**config.mk**
```make
export PLATFORM = sky130hd
export DESIGN_NAME = piso_serializer_tx_flat
export DESIGN_NICKNAME = d
export VERILOG_FILES = /design/src/rtl/piso_serializer_pkg.sv /design/src/rtl/piso_serializer_if.sv /design/src/rtl/piso_bit_tick.sv /design/src/rtl/piso_serializer_tx.sv /design/src/flat_wrapper.sv
export SDC_FILE = /design/constraint.sdc
export NUM_CORES = 1
export LEC_CHECK = 0
export ABC_AREA = 0
export ABC_CLOCK_PERIOD_IN_PS = 1400
export BUFFER_PORTS_ARGS = -buffer_cell sky130_fd_sc_hd__clkbuf_2
export CORE_MARGIN = 3
export CORE_UTILIZATION = 48
export CTS_CLUSTER_SIZE = 12
export DETAILED_ROUTE_END_ITERATION = 7
export GPL_TIMING_DRIVEN = 0
export PLACE_DENSITY_LB_ADDON = 0.3
export SETUP_SLACK_MARGIN = 0.4
export SYNTH_ARGS = -nofsm -noshare
export SYNTH_HDL_FRONTEND = slang
export SYNTH_HIERARCHICAL = 1
export SYNTH_SLANG_ARGS = --single-unit
```
**constraint.sdc**
```tcl
create_clock -name clk -period 1.4 [get_ports clk]
set_input_delay 0.28 -clock clk [delete_from_list [all_inputs] [get_ports clk]]
set_output_delay 0.28 -clock clk [all_outputs]
set_load 0.01 [all_outputs]
```
**src/rtl/piso_serializer_pkg.sv**
```systemverilog
// Shared types and helpers for the piso_serializer_tx transmitter.
package piso_serializer_pkg;

    localparam int STATE_W = 2;

    typedef enum logic [STATE_W-1:0] {
        IDLE   = 2'd0,
        SHIFT  = 2'd1,
        PARITY = 2'd2
    } state_t;

    // Width needed to hold values 0..n-1, never less than one bit.
    function automatic int cnt_width(input int n);
        return (n <= 2) ? 1 : $clog2(n);
    endfunction

endpackage

```
**src/rtl/piso_serializer_if.sv**
```systemverilog
// Word-side valid/ready handshake of the serializer, including the bit-order flag latched with each word.
interface piso_serializer_if #(
    parameter int WIDTH = 8
);
    logic             s_valid;
    logic             s_ready;
    logic [WIDTH-1:0] s_data;
    logic             msb_first;

    modport master (output s_valid, output s_data, output msb_first, input s_ready);
    modport slave  (input s_valid, input s_data, input msb_first, output s_ready);
endinterface

```
**src/rtl/piso_bit_tick.sv**
```systemverilog
// Bit-period divider: counts 0..CLK_DIV-1 while a frame runs; bit_tick marks the final cycle of a period.
module piso_bit_tick
    import piso_serializer_pkg::*;
#(
    parameter int CLK_DIV = 1
) (
    input  logic clk,
    input  logic rst,
    input  logic enable,
    input  logic run,
    output logic bit_tick
);
    localparam int DIV_W = cnt_width(CLK_DIV);
    localparam logic [DIV_W-1:0] DIV_LAST = DIV_W'(CLK_DIV - 1);

    logic [DIV_W-1:0] div_reg;
    logic [DIV_W-1:0] div_next;

    assign bit_tick = enable && run && (div_reg == DIV_LAST);

    always_comb begin
        div_next = div_reg;
        if (enable && run) begin
            div_next = (div_reg == DIV_LAST) ? '0 : div_reg + DIV_W'(1);
        end
    end

    always_ff @(posedge clk) begin
        if (rst) begin
            div_reg <= '0;
        end else begin
            div_reg <= div_next;
        end
    end
endmodule

```
**src/rtl/piso_serializer_tx.sv**
```systemverilog
// Parallel-in/serial-out transmitter with framing strobes and gapless back-to-back frames.
// Optional even-parity bit after the data bits when PISO_SERIALIZER_PARITY_EN is defined.
module piso_serializer_tx
    import piso_serializer_pkg::*;
#(
    parameter int   WIDTH      = 8,
    parameter int   CLK_DIV    = 1,
    parameter logic IDLE_LEVEL = 1'b0
) (
    input  logic                clk,
    input  logic                rst,
    input  logic                enable,
    piso_serializer_if.slave    s,
    output logic                ser_out,
    output logic                ser_valid,
    output logic                ser_first,
    output logic                ser_last,
    output logic                busy
);
    localparam int CNT_W = cnt_width(WIDTH + 1);
    localparam logic [CNT_W-1:0] LAST_IDX = CNT_W'(WIDTH - 1);

    state_t           state_reg, state_next;
    logic [WIDTH-1:0] shift_reg, shift_next;
    logic [CNT_W-1:0] cnt_reg, cnt_next;
    logic             order_reg, order_next;
    logic             ser_out_reg, ser_out_next;
    logic             ser_valid_reg, ser_valid_next;
    logic             ser_first_reg, ser_first_next;
    logic             ser_last_reg, ser_last_next;
`ifdef PISO_SERIALIZER_PARITY_EN
    logic             parity_reg, parity_next;
`endif

    logic             bit_tick;
    logic             last_period;
    logic             accept;
    logic [WIDTH-1:0] shifted;

    piso_bit_tick #(
        .CLK_DIV (CLK_DIV)
    ) u_bit_tick (
        .clk      (clk),
        .rst      (rst),
        .enable   (enable),
        .run      (state_reg != IDLE),
        .bit_tick (bit_tick)
    );

    // The ready window is the final cycle of whichever bit ends the frame.
`ifdef PISO_SERIALIZER_PARITY_EN
    assign last_period = (state_reg == PARITY);
`else
    assign last_period = (state_reg == SHIFT) && (cnt_reg == LAST_IDX);
`endif

    assign s.s_ready = enable && ((state_reg == IDLE) || (last_period && bit_tick));
    assign accept    = s.s_valid && s.s_ready;
    assign shifted   = order_reg ? {shift_reg[WIDTH-2:0], 1'b0} : {1'b0, shift_reg[WIDTH-1:1]};

    always_comb begin
        state_next     = state_reg;
        shift_next     = shift_reg;
        cnt_next       = cnt_reg;
        order_next     = order_reg;
        ser_out_next   = ser_out_reg;
        ser_valid_next = ser_valid_reg;
        ser_first_next = ser_first_reg;
        ser_last_next  = ser_last_reg;
`ifdef PISO_SERIALIZER_PARITY_EN
        parity_next    = parity_reg;
`endif
        if (accept) begin
            state_next     = SHIFT;
            shift_next     = s.s_data;
            order_next     = s.msb_first;
            cnt_next       = '0;
            ser_out_next   = s.msb_first ? s.s_data[WIDTH-1] : s.s_data[0];
            ser_valid_next = 1'b1;
            ser_first_next = 1'b1;
            ser_last_next  = 1'b0;
`ifdef PISO_SERIALIZER_PARITY_EN
            parity_next    = ^s.s_data;
`endif
        end else if (bit_tick) begin
            if ((state_reg == SHIFT) && (cnt_reg != LAST_IDX)) begin
                shift_next     = shifted;
                cnt_next       = cnt_reg + CNT_W'(1);
                ser_out_next   = order_reg ? shifted[WIDTH-1] : shifted[0];
                ser_first_next = 1'b0;
`ifdef PISO_SERIALIZER_PARITY_EN
                ser_last_next  = 1'b0;
`else
                ser_last_next  = ((cnt_reg + CNT_W'(1)) == LAST_IDX);
`endif
            end
`ifdef PISO_SERIALIZER_PARITY_EN
            else if (state_reg == SHIFT) begin
                state_next     = PARITY;
                cnt_next       = cnt_reg + CNT_W'(1);
                ser_out_next   = parity_reg;
                ser_first_next = 1'b0;
                ser_last_next  = 1'b1;
            end
`endif
            else begin
                state_next     = IDLE;
                shift_next     = '0;
                cnt_next       = '0;
                ser_out_next   = IDLE_LEVEL;
                ser_valid_next = 1'b0;
                ser_first_next = 1'b0;
                ser_last_next  = 1'b0;
            end
        end
    end

    always_ff @(posedge clk) begin
        if (rst) begin
            state_reg     <= IDLE;
            shift_reg     <= '0;
            cnt_reg       <= '0;
            order_reg     <= 1'b0;
            ser_out_reg   <= IDLE_LEVEL;
            ser_valid_reg <= 1'b0;
            ser_first_reg <= 1'b0;
            ser_last_reg  <= 1'b0;
`ifdef PISO_SERIALIZER_PARITY_EN
            parity_reg    <= 1'b0;
`endif
        end else begin
            state_reg     <= state_next;
            shift_reg     <= shift_next;
            cnt_reg       <= cnt_next;
            order_reg     <= order_next;
            ser_out_reg   <= ser_out_next;
            ser_valid_reg <= ser_valid_next;
            ser_first_reg <= ser_first_next;
            ser_last_reg  <= ser_last_next;
`ifdef PISO_SERIALIZER_PARITY_EN
            parity_reg    <= parity_next;
`endif
        end
    end

    assign ser_out   = ser_out_reg;
    assign ser_valid = ser_valid_reg;
    assign ser_first = ser_first_reg;
    assign ser_last  = ser_last_reg;
    assign busy      = (state_reg != IDLE);
endmodule

```
**src/flat_wrapper.sv**
```systemverilog
// flat-port wrapper written by rule: the top's interface ports become plain ports
module piso_serializer_tx_flat import piso_serializer_pkg::*;
#(
    parameter int   WIDTH      = 8,
    parameter int   CLK_DIV    = 1,
    parameter logic IDLE_LEVEL = 1'b0
)
  (clk, rst, enable, ser_out, ser_valid, ser_first, ser_last, busy, s_s_valid, s_s_data, s_msb_first, s_s_ready);
  piso_serializer_if #(.WIDTH(WIDTH)) s_i ();
  input  logic clk;
  input  logic rst;
  input  logic enable;
  output logic ser_out;
  output logic ser_valid;
  output logic ser_first;
  output logic ser_last;
  output logic busy;
  input wire logic [$bits(s_i.s_valid)-1:0] s_s_valid;
  input wire logic [$bits(s_i.s_data)-1:0] s_s_data;
  input wire logic [$bits(s_i.msb_first)-1:0] s_msb_first;
  output wire logic [$bits(s_i.s_ready)-1:0] s_s_ready;
  assign s_i.s_valid = s_s_valid;
  assign s_i.s_data = s_s_data;
  assign s_i.msb_first = s_msb_first;
  assign s_s_ready = s_i.s_ready;
  piso_serializer_tx #(.WIDTH(WIDTH), .CLK_DIV(CLK_DIV), .IDLE_LEVEL(IDLE_LEVEL)) u_core (.clk(clk), .rst(rst), .enable(enable), .s(s_i), .ser_out(ser_out), .ser_valid(ser_valid), .ser_first(ser_first), .ser_last(ser_last), .busy(busy));
endmodule
```
==> report_table.html <==
<table>
<tr><th>Metric</th><th>Value</th></tr>
<tr><th colspan="2">Status</th></tr>
<tr><td>Result of the run</td><td>finished, violations left</td></tr>
<tr><td>Violations in the final reports</td><td>setup timing</td></tr>
<tr><th colspan="2">Min path</th></tr>
<tr><td>Hold endpoint</td><td>u_core/ser_out$_SDFFE_PP0P_</td></tr>
<tr><td>Cells on Worst Hold Path</td><td>2</td></tr>
<tr><td>Class of the worst hold path</td><td>primary input to flop</td></tr>
<tr><td>Origin of the worst min-delay path</td><td>rst</td></tr>
<tr><th colspan="2">Timing</th></tr>
<tr><td>Clock Skew</td><td>0.009034 ns</td></tr>
<tr><td>Final Hold Slack</td><td>0.2208 ns</td></tr>
<tr><td>Relative slew margins</td><td>59.78%</td></tr>
<tr><td>Measured slew at the worst slew-check pin</td><td>0.6033 ns</td></tr>
<tr><td>Count of pins over their slew limit</td><td>0</td></tr>
<tr><td>Portion of the clock cycle consumed by the worst path in the final layout</td><td>109.2%</td></tr>
<tr><td>Setup Viol. Count Final</td><td>14</td></tr>
<tr><td>Timing-limited maximum frequency</td><td>654.2 MHz</td></tr>
<tr><td>Time the final worst path needs with I/O delays and setup</td><td>1.529 ns</td></tr>
<tr><td>Unrepaired setup endpoints after global routing</td><td>yes</td></tr>
<tr><td>Worst Setup Slack, final</td><td>-0.1286 ns</td></tr>
<tr><td>Final hold violation count</td><td>0</td></tr>
<tr><th colspan="2">Power</th></tr>
<tr><td>LEAKAGE</td><td>0.5962 nW</td></tr>
<tr><td>Pwr Total</td><td>1.082 mW</td></tr>
<tr><td>Power density over the cells</td><td>765.7 mW/mm^2</td></tr>
<tr><td>Worst supply voltage drop on vdd</td><td>0.6357 mV</td></tr>
<tr><th colspan="2">Clock network</th></tr>
<tr><td>H-tree depth</td><td>1</td></tr>
<tr><td>Clock root cell</td><td>clkbuf_4</td></tr>
<tr><td>Number of clock buffers inserted by TritonCTS</td><td>3</td></tr>
<tr><td>Worst skew pair latency</td><td>0.28 ns</td></tr>
<tr><td>Number of buffers on the longest clock path</td><td>2</td></tr>
<tr><td>CTS tree</td><td>built</td></tr>
<tr><td>Quantity of hold-fixing buffers added after cts</td><td>0</td></tr>
<tr><td>Clock sinks</td><td>17</td></tr>
<tr><td>Clock slew at the register clock pins of the worst setup and hold paths</td><td>0.10 ns</td></tr>
<tr><th colspan="2">Worst setup path</th></tr>
<tr><td>Maximum fanout along the worst path</td><td>5</td></tr>
<tr><td>Kind of cell adding the most delay to the critical path</td><td>buffers and inverters</td></tr>
<tr><td>Req. time, crit path</td><td>1.55 ns</td></tr>
<tr><td>Worst Reg-to-Reg Cells</td><td>8</td></tr>
<tr><td>Crit path buf inv count</td><td>3</td></tr>
<tr><td>Worst reg2reg startpoint</td><td>u_core/cnt_reg[0]$_SDFFE_PP0P_</td></tr>
<tr><td>Startpoint type of the worst setup path</td><td>flop</td></tr>
<tr><td>Arr. time, crit path</td><td>1.68 ns</td></tr>
<tr><td>Critical Path End Type</td><td>flop</td></tr>
<tr><td>Delay of the slowest cell on the worst path</td><td>0.37 ns</td></tr>
<tr><td>Critical setup path kind</td><td>flop to flop</td></tr>
<tr><td>Cell-by-cell listing of the critical path</td><td>ha_4 &gt; nand4b_4 &gt; buf_6 &gt; a21oi_4 &gt; buf_12 &gt; clkbuf_16 &gt; a221oi_4 &gt; nor3_2</td></tr>
<tr><td>Slowest stage cell, crit path</td><td>dfxtp_4</td></tr>
<tr><td>Endpoint of the most critical register-to-register path</td><td>u_core/shift_reg[1]$_SDFFE_PP0P_</td></tr>
<tr><td>Flop2flop setup slack</td><td>-0.13 ns</td></tr>
<tr><th colspan="2">Synth</th></tr>
<tr><td>Combinational family with the most area after synthesis</td><td>simple AND/OR/NAND/NOR gates</td></tr>
<tr><td>Number of enable flip-flop cells after synthesis</td><td>0</td></tr>
<tr><td>Async set-or-reset flop fraction in the synthesized netlist</td><td>0%</td></tr>
<tr><td>Complex-gate fraction of the synthesized area</td><td>19.71%</td></tr>
<tr><td>Synthesized area divided by synthesized cell count</td><td>9.396 um^2</td></tr>
<tr><td>Area share of and/or/nand/nor cells after synthesis</td><td>23.76%</td></tr>
<tr><td>Yosys Warn Count</td><td>6</td></tr>
<tr><td>Synthesized net count</td><td>117</td></tr>
<tr><td>Predominant post-synthesis flop cell</td><td>dfxtp_1</td></tr>
<tr><td>Area of the mapped netlist</td><td>958.4 um^2</td></tr>
<tr><td>Synth Area in Adders</td><td>2.611%</td></tr>
<tr><td>Share of cell area taken by muxes after synthesis</td><td>10.31%</td></tr>
<tr><td>Sequential cell area fraction in the yosys report</td><td>35.51%</td></tr>
<tr><td>Count of distinct cell types in the synthesized netlist</td><td>33</td></tr>
<tr><td>Synth Instances</td><td>102</td></tr>
<tr><td>#FFs+latches synth</td><td>17</td></tr>
<tr><td>Xor and xnor fraction of the mapped netlist area</td><td>1.828%</td></tr>
<tr><th colspan="2">Placement</th></tr>
<tr><td>RePlAce Congestion</td><td>0.7820</td></tr>
<tr><td>Input/output buffers</td><td>18</td></tr>
<tr><td>Placed Instance Area</td><td>0.001130 mm^2</td></tr>
<tr><td>Detailed Place HPWL</td><td>1.368 mm</td></tr>
<tr><td>Instance count after placement with tap cells included</td><td>145</td></tr>
<tr><th colspan="2">Detailed routing</th></tr>
<tr><td>Detailed-routing iteration count for the pre-antenna-repair pass</td><td>4</td></tr>
<tr><td>Vias post-DR</td><td>878</td></tr>
<tr><td>Aggregate routed wire length</td><td>2.291 mm</td></tr>
<tr><td>Mean routed wirelength per cell</td><td>14.23 um</td></tr>
<tr><td>Final antenna-violating net count</td><td>0</td></tr>
<tr><td>Iteration-0 DRC count of the detailed router</td><td>25</td></tr>
<tr><td>DR vias/cell</td><td>5.453</td></tr>
<tr><td>Number of design rule violations left after detail routing</td><td>0</td></tr>
<tr><th colspan="2">Die</th></tr>
<tr><td>Num ports</td><td>19</td></tr>
<tr><td>Core outline area</td><td>0.001802 mm^2</td></tr>
<tr><td>Standard-cell row count</td><td>15</td></tr>
<tr><td>Width of the chip</td><td>50.69 um</td></tr>
<tr><td>Die Span Y</td><td>50.69 um</td></tr>
<tr><td>Die outline area</td><td>0.002569 mm^2</td></tr>
<tr><td>Effective utilization at floorplan</td><td>53.19%</td></tr>
<tr><th colspan="2">Global routing</th></tr>
<tr><td>Global-route wire length before repair</td><td>3.498 mm</td></tr>
<tr><td>Number of global-route vias before repair</td><td>786</td></tr>
<tr><td>Number of antenna violations at the first check in global routing</td><td>0</td></tr>
<tr><td>GR Overflow Total</td><td>0</td></tr>
<tr><td>Global router's overall resource usage</td><td>17.21%</td></tr>
<tr><td>Largest net degree at the start of global routing</td><td>11</td></tr>
<tr><th colspan="2">Cells and area</th></tr>
<tr><td>Area growth, synth to finish</td><td>47.39%</td></tr>
<tr><td>Layout Nets</td><td>152</td></tr>
<tr><td>Largest register FFs</td><td>8</td></tr>
<tr><td>Layout filler cell count</td><td>120</td></tr>
<tr><td>Share of cells above drive strength 1</td><td>58.82%</td></tr>
<tr><td>Non-filler instance count after layout</td><td>161</td></tr>
<tr><td>Final instance area</td><td>0.001413 mm^2</td></tr>
<tr><td>Total inserted antenna cells</td><td>0</td></tr>
<tr><th colspan="2">Job</th></tr>
<tr><td>Number of violations of the max-capacitance limit</td><td>0</td></tr>
</table>
-- kinds of logic after synthesis --
| logic type | after synthesis |
|---|---|
| adder cells (fa/ha/maj) | 2 |
| AND/OR/NAND/NOR | 41 |
| flip-flops | 17 |
| AO/OA/AOI/OAI | 21 |
| multiplexers | 9 |
| XOR/XNOR | 2 |
| buffers and inverters | 10 |
-- repair_timing --
action	in CTS	in global routing
pin swaps	7	7
endpoints found under the setup margin	23	23
cloned	0	1
setup buffers	9	2
resized for setup	12	21
-- power breakdown --
group	total, mW	switching [mW]	internal, mW
Clock	0.258	0.147	0.110
Combinational	0.298	0.148	0.150
Sequential	0.526	0.0190	0.507
-- Yosys cell counts (2+ instances only) --
cell | instances | area [um^2]
a221oi_2 | 6 | 90.09
ha_1 | 2 | 25.02
dfxtp_1 | 17 | 340.3
nand4_1 | 2 | 12.51
a31oi_1 | 2 | 12.51
o21a_1 | 2 | 15.01
mux2_2 | 7 | 78.83
buf_2 | 3 | 15.01
a21oi_1 | 5 | 25.02
nor3_2 | 6 | 60.06
buf_4 | 3 | 22.52
nand3_1 | 4 | 20.02
mux2i_1 | 2 | 20.02
and2_1 | 2 | 12.51
nor2_1 | 11 | 41.29
nand2_1 | 11 | 41.29
-- layer usage --
layer / vias to the layer above / track usage [%] / routed length (um)
met5: - / 0 / 0
met1: 412 / 24.95 / 1107
li1: 439 / - / -
met4: 0 / 2.691 / 12
met2: 25 / 26.96 / 1045
met3: 2 / 2.967 / 126
-- how the worst max path moves through the flow --
| stage | startpoint | to | cells past startpoint |
|---|---|---|---|
| 2_1_floorplan | u_core/cnt_reg[0]$_SDFFE_PP0P_ | u_core/shift_reg[1]$_SDFFE_PP0P_ | 6 |
| 3_3_place_gp | enable | u_core/order_reg$_SDFFE_PP0P_ | 7 |
| 3_5_place_dp | u_core/cnt_reg[0]$_SDFFE_PP0P_ | u_core/shift_reg[1]$_SDFFE_PP0P_ | 6 |
| 4_1_cts | u_core/cnt_reg[1]$_SDFFE_PP0P_ | s_s_ready | 5 |
| 5_1_grt | u_core/cnt_reg[0]$_SDFFE_PP0P_ | u_core/shift_reg[5]$_SDFFE_PP0P_ | 8 |
| 6_report | u_core/cnt_reg[0]$_SDFFE_PP0P_ | u_core/shift_reg[1]$_SDFFE_PP0P_ | 8 |
-- placed cells by master, fill, tap and decap left out, drive strengths merged --
cell type | netlist | routed
buf | 8 | 24
clkbuf | 0 | 18
dfxtp | 17 | 17
nand2 | 11 | 11
nor2 | 11 | 11
mux2 | 7 | 7
nor3 | 7 | 7
a221oi | 7 | 7
a21oi | 6 | 6
nand3 | 4 | 4
and2 | 2 | 2
o21a | 2 | 2
a31oi | 2 | 2
mux2i | 2 | 2
nand4 | 2 | 2
inv | 2 | 2
ha | 2 | 2
nand4b | 1 | 1
o21ai | 1 | 1
nor2b | 1 | 1
or2 | 1 | 1
a22oi | 1 | 1
nand3b | 1 | 1
xnor2 | 1 | 1
a21o | 1 | 1
xor2 | 1 | 1
a2bb2oi | 1 | 1
-- per-stage QoR --
step / util [%] / setup slack (ns) / setup TNS, ns
2_1_floorplan: - / 0.06783 / 0
3_3_place_gp: 62.71 / -0.03114 / -0.06017
3_5_place_dp: 62.71 / -0.04044 / -0.2178
4_1_cts: 69.79 / -0.1072 / -0.5890
5_1_grt: 78.40 / -0.1812 / -2.115
6_report: 78.40 / -0.1286 / -0.9453
-- area by class of cell --
type / instances / area, um^2 / area share, %
flip-flops and latches: 17 / 352.8 / 24.98
plain buffers: 8 / 65.06 / 4.606
repair buffers: 30 / 255.2 / 18.07
multi-input cells: 75 / 671.9 / 47.56
inverters: 2 / 10.01 / 0.7086
well taps: 25 / 31.28 / 2.214
clock buffers: 4 / 26.28 / 1.860
-- worst reg2reg max path: cells and delay by family (launching register included) --
family	cells	cell delay, ns
compound gates	2	0.31
fa+ha+maj	1	0.17
flops	1	0.37
buf+inv	3	0.40
simple gates	2	0.15
Note: power is estimated with default switching activity, not from simulation.
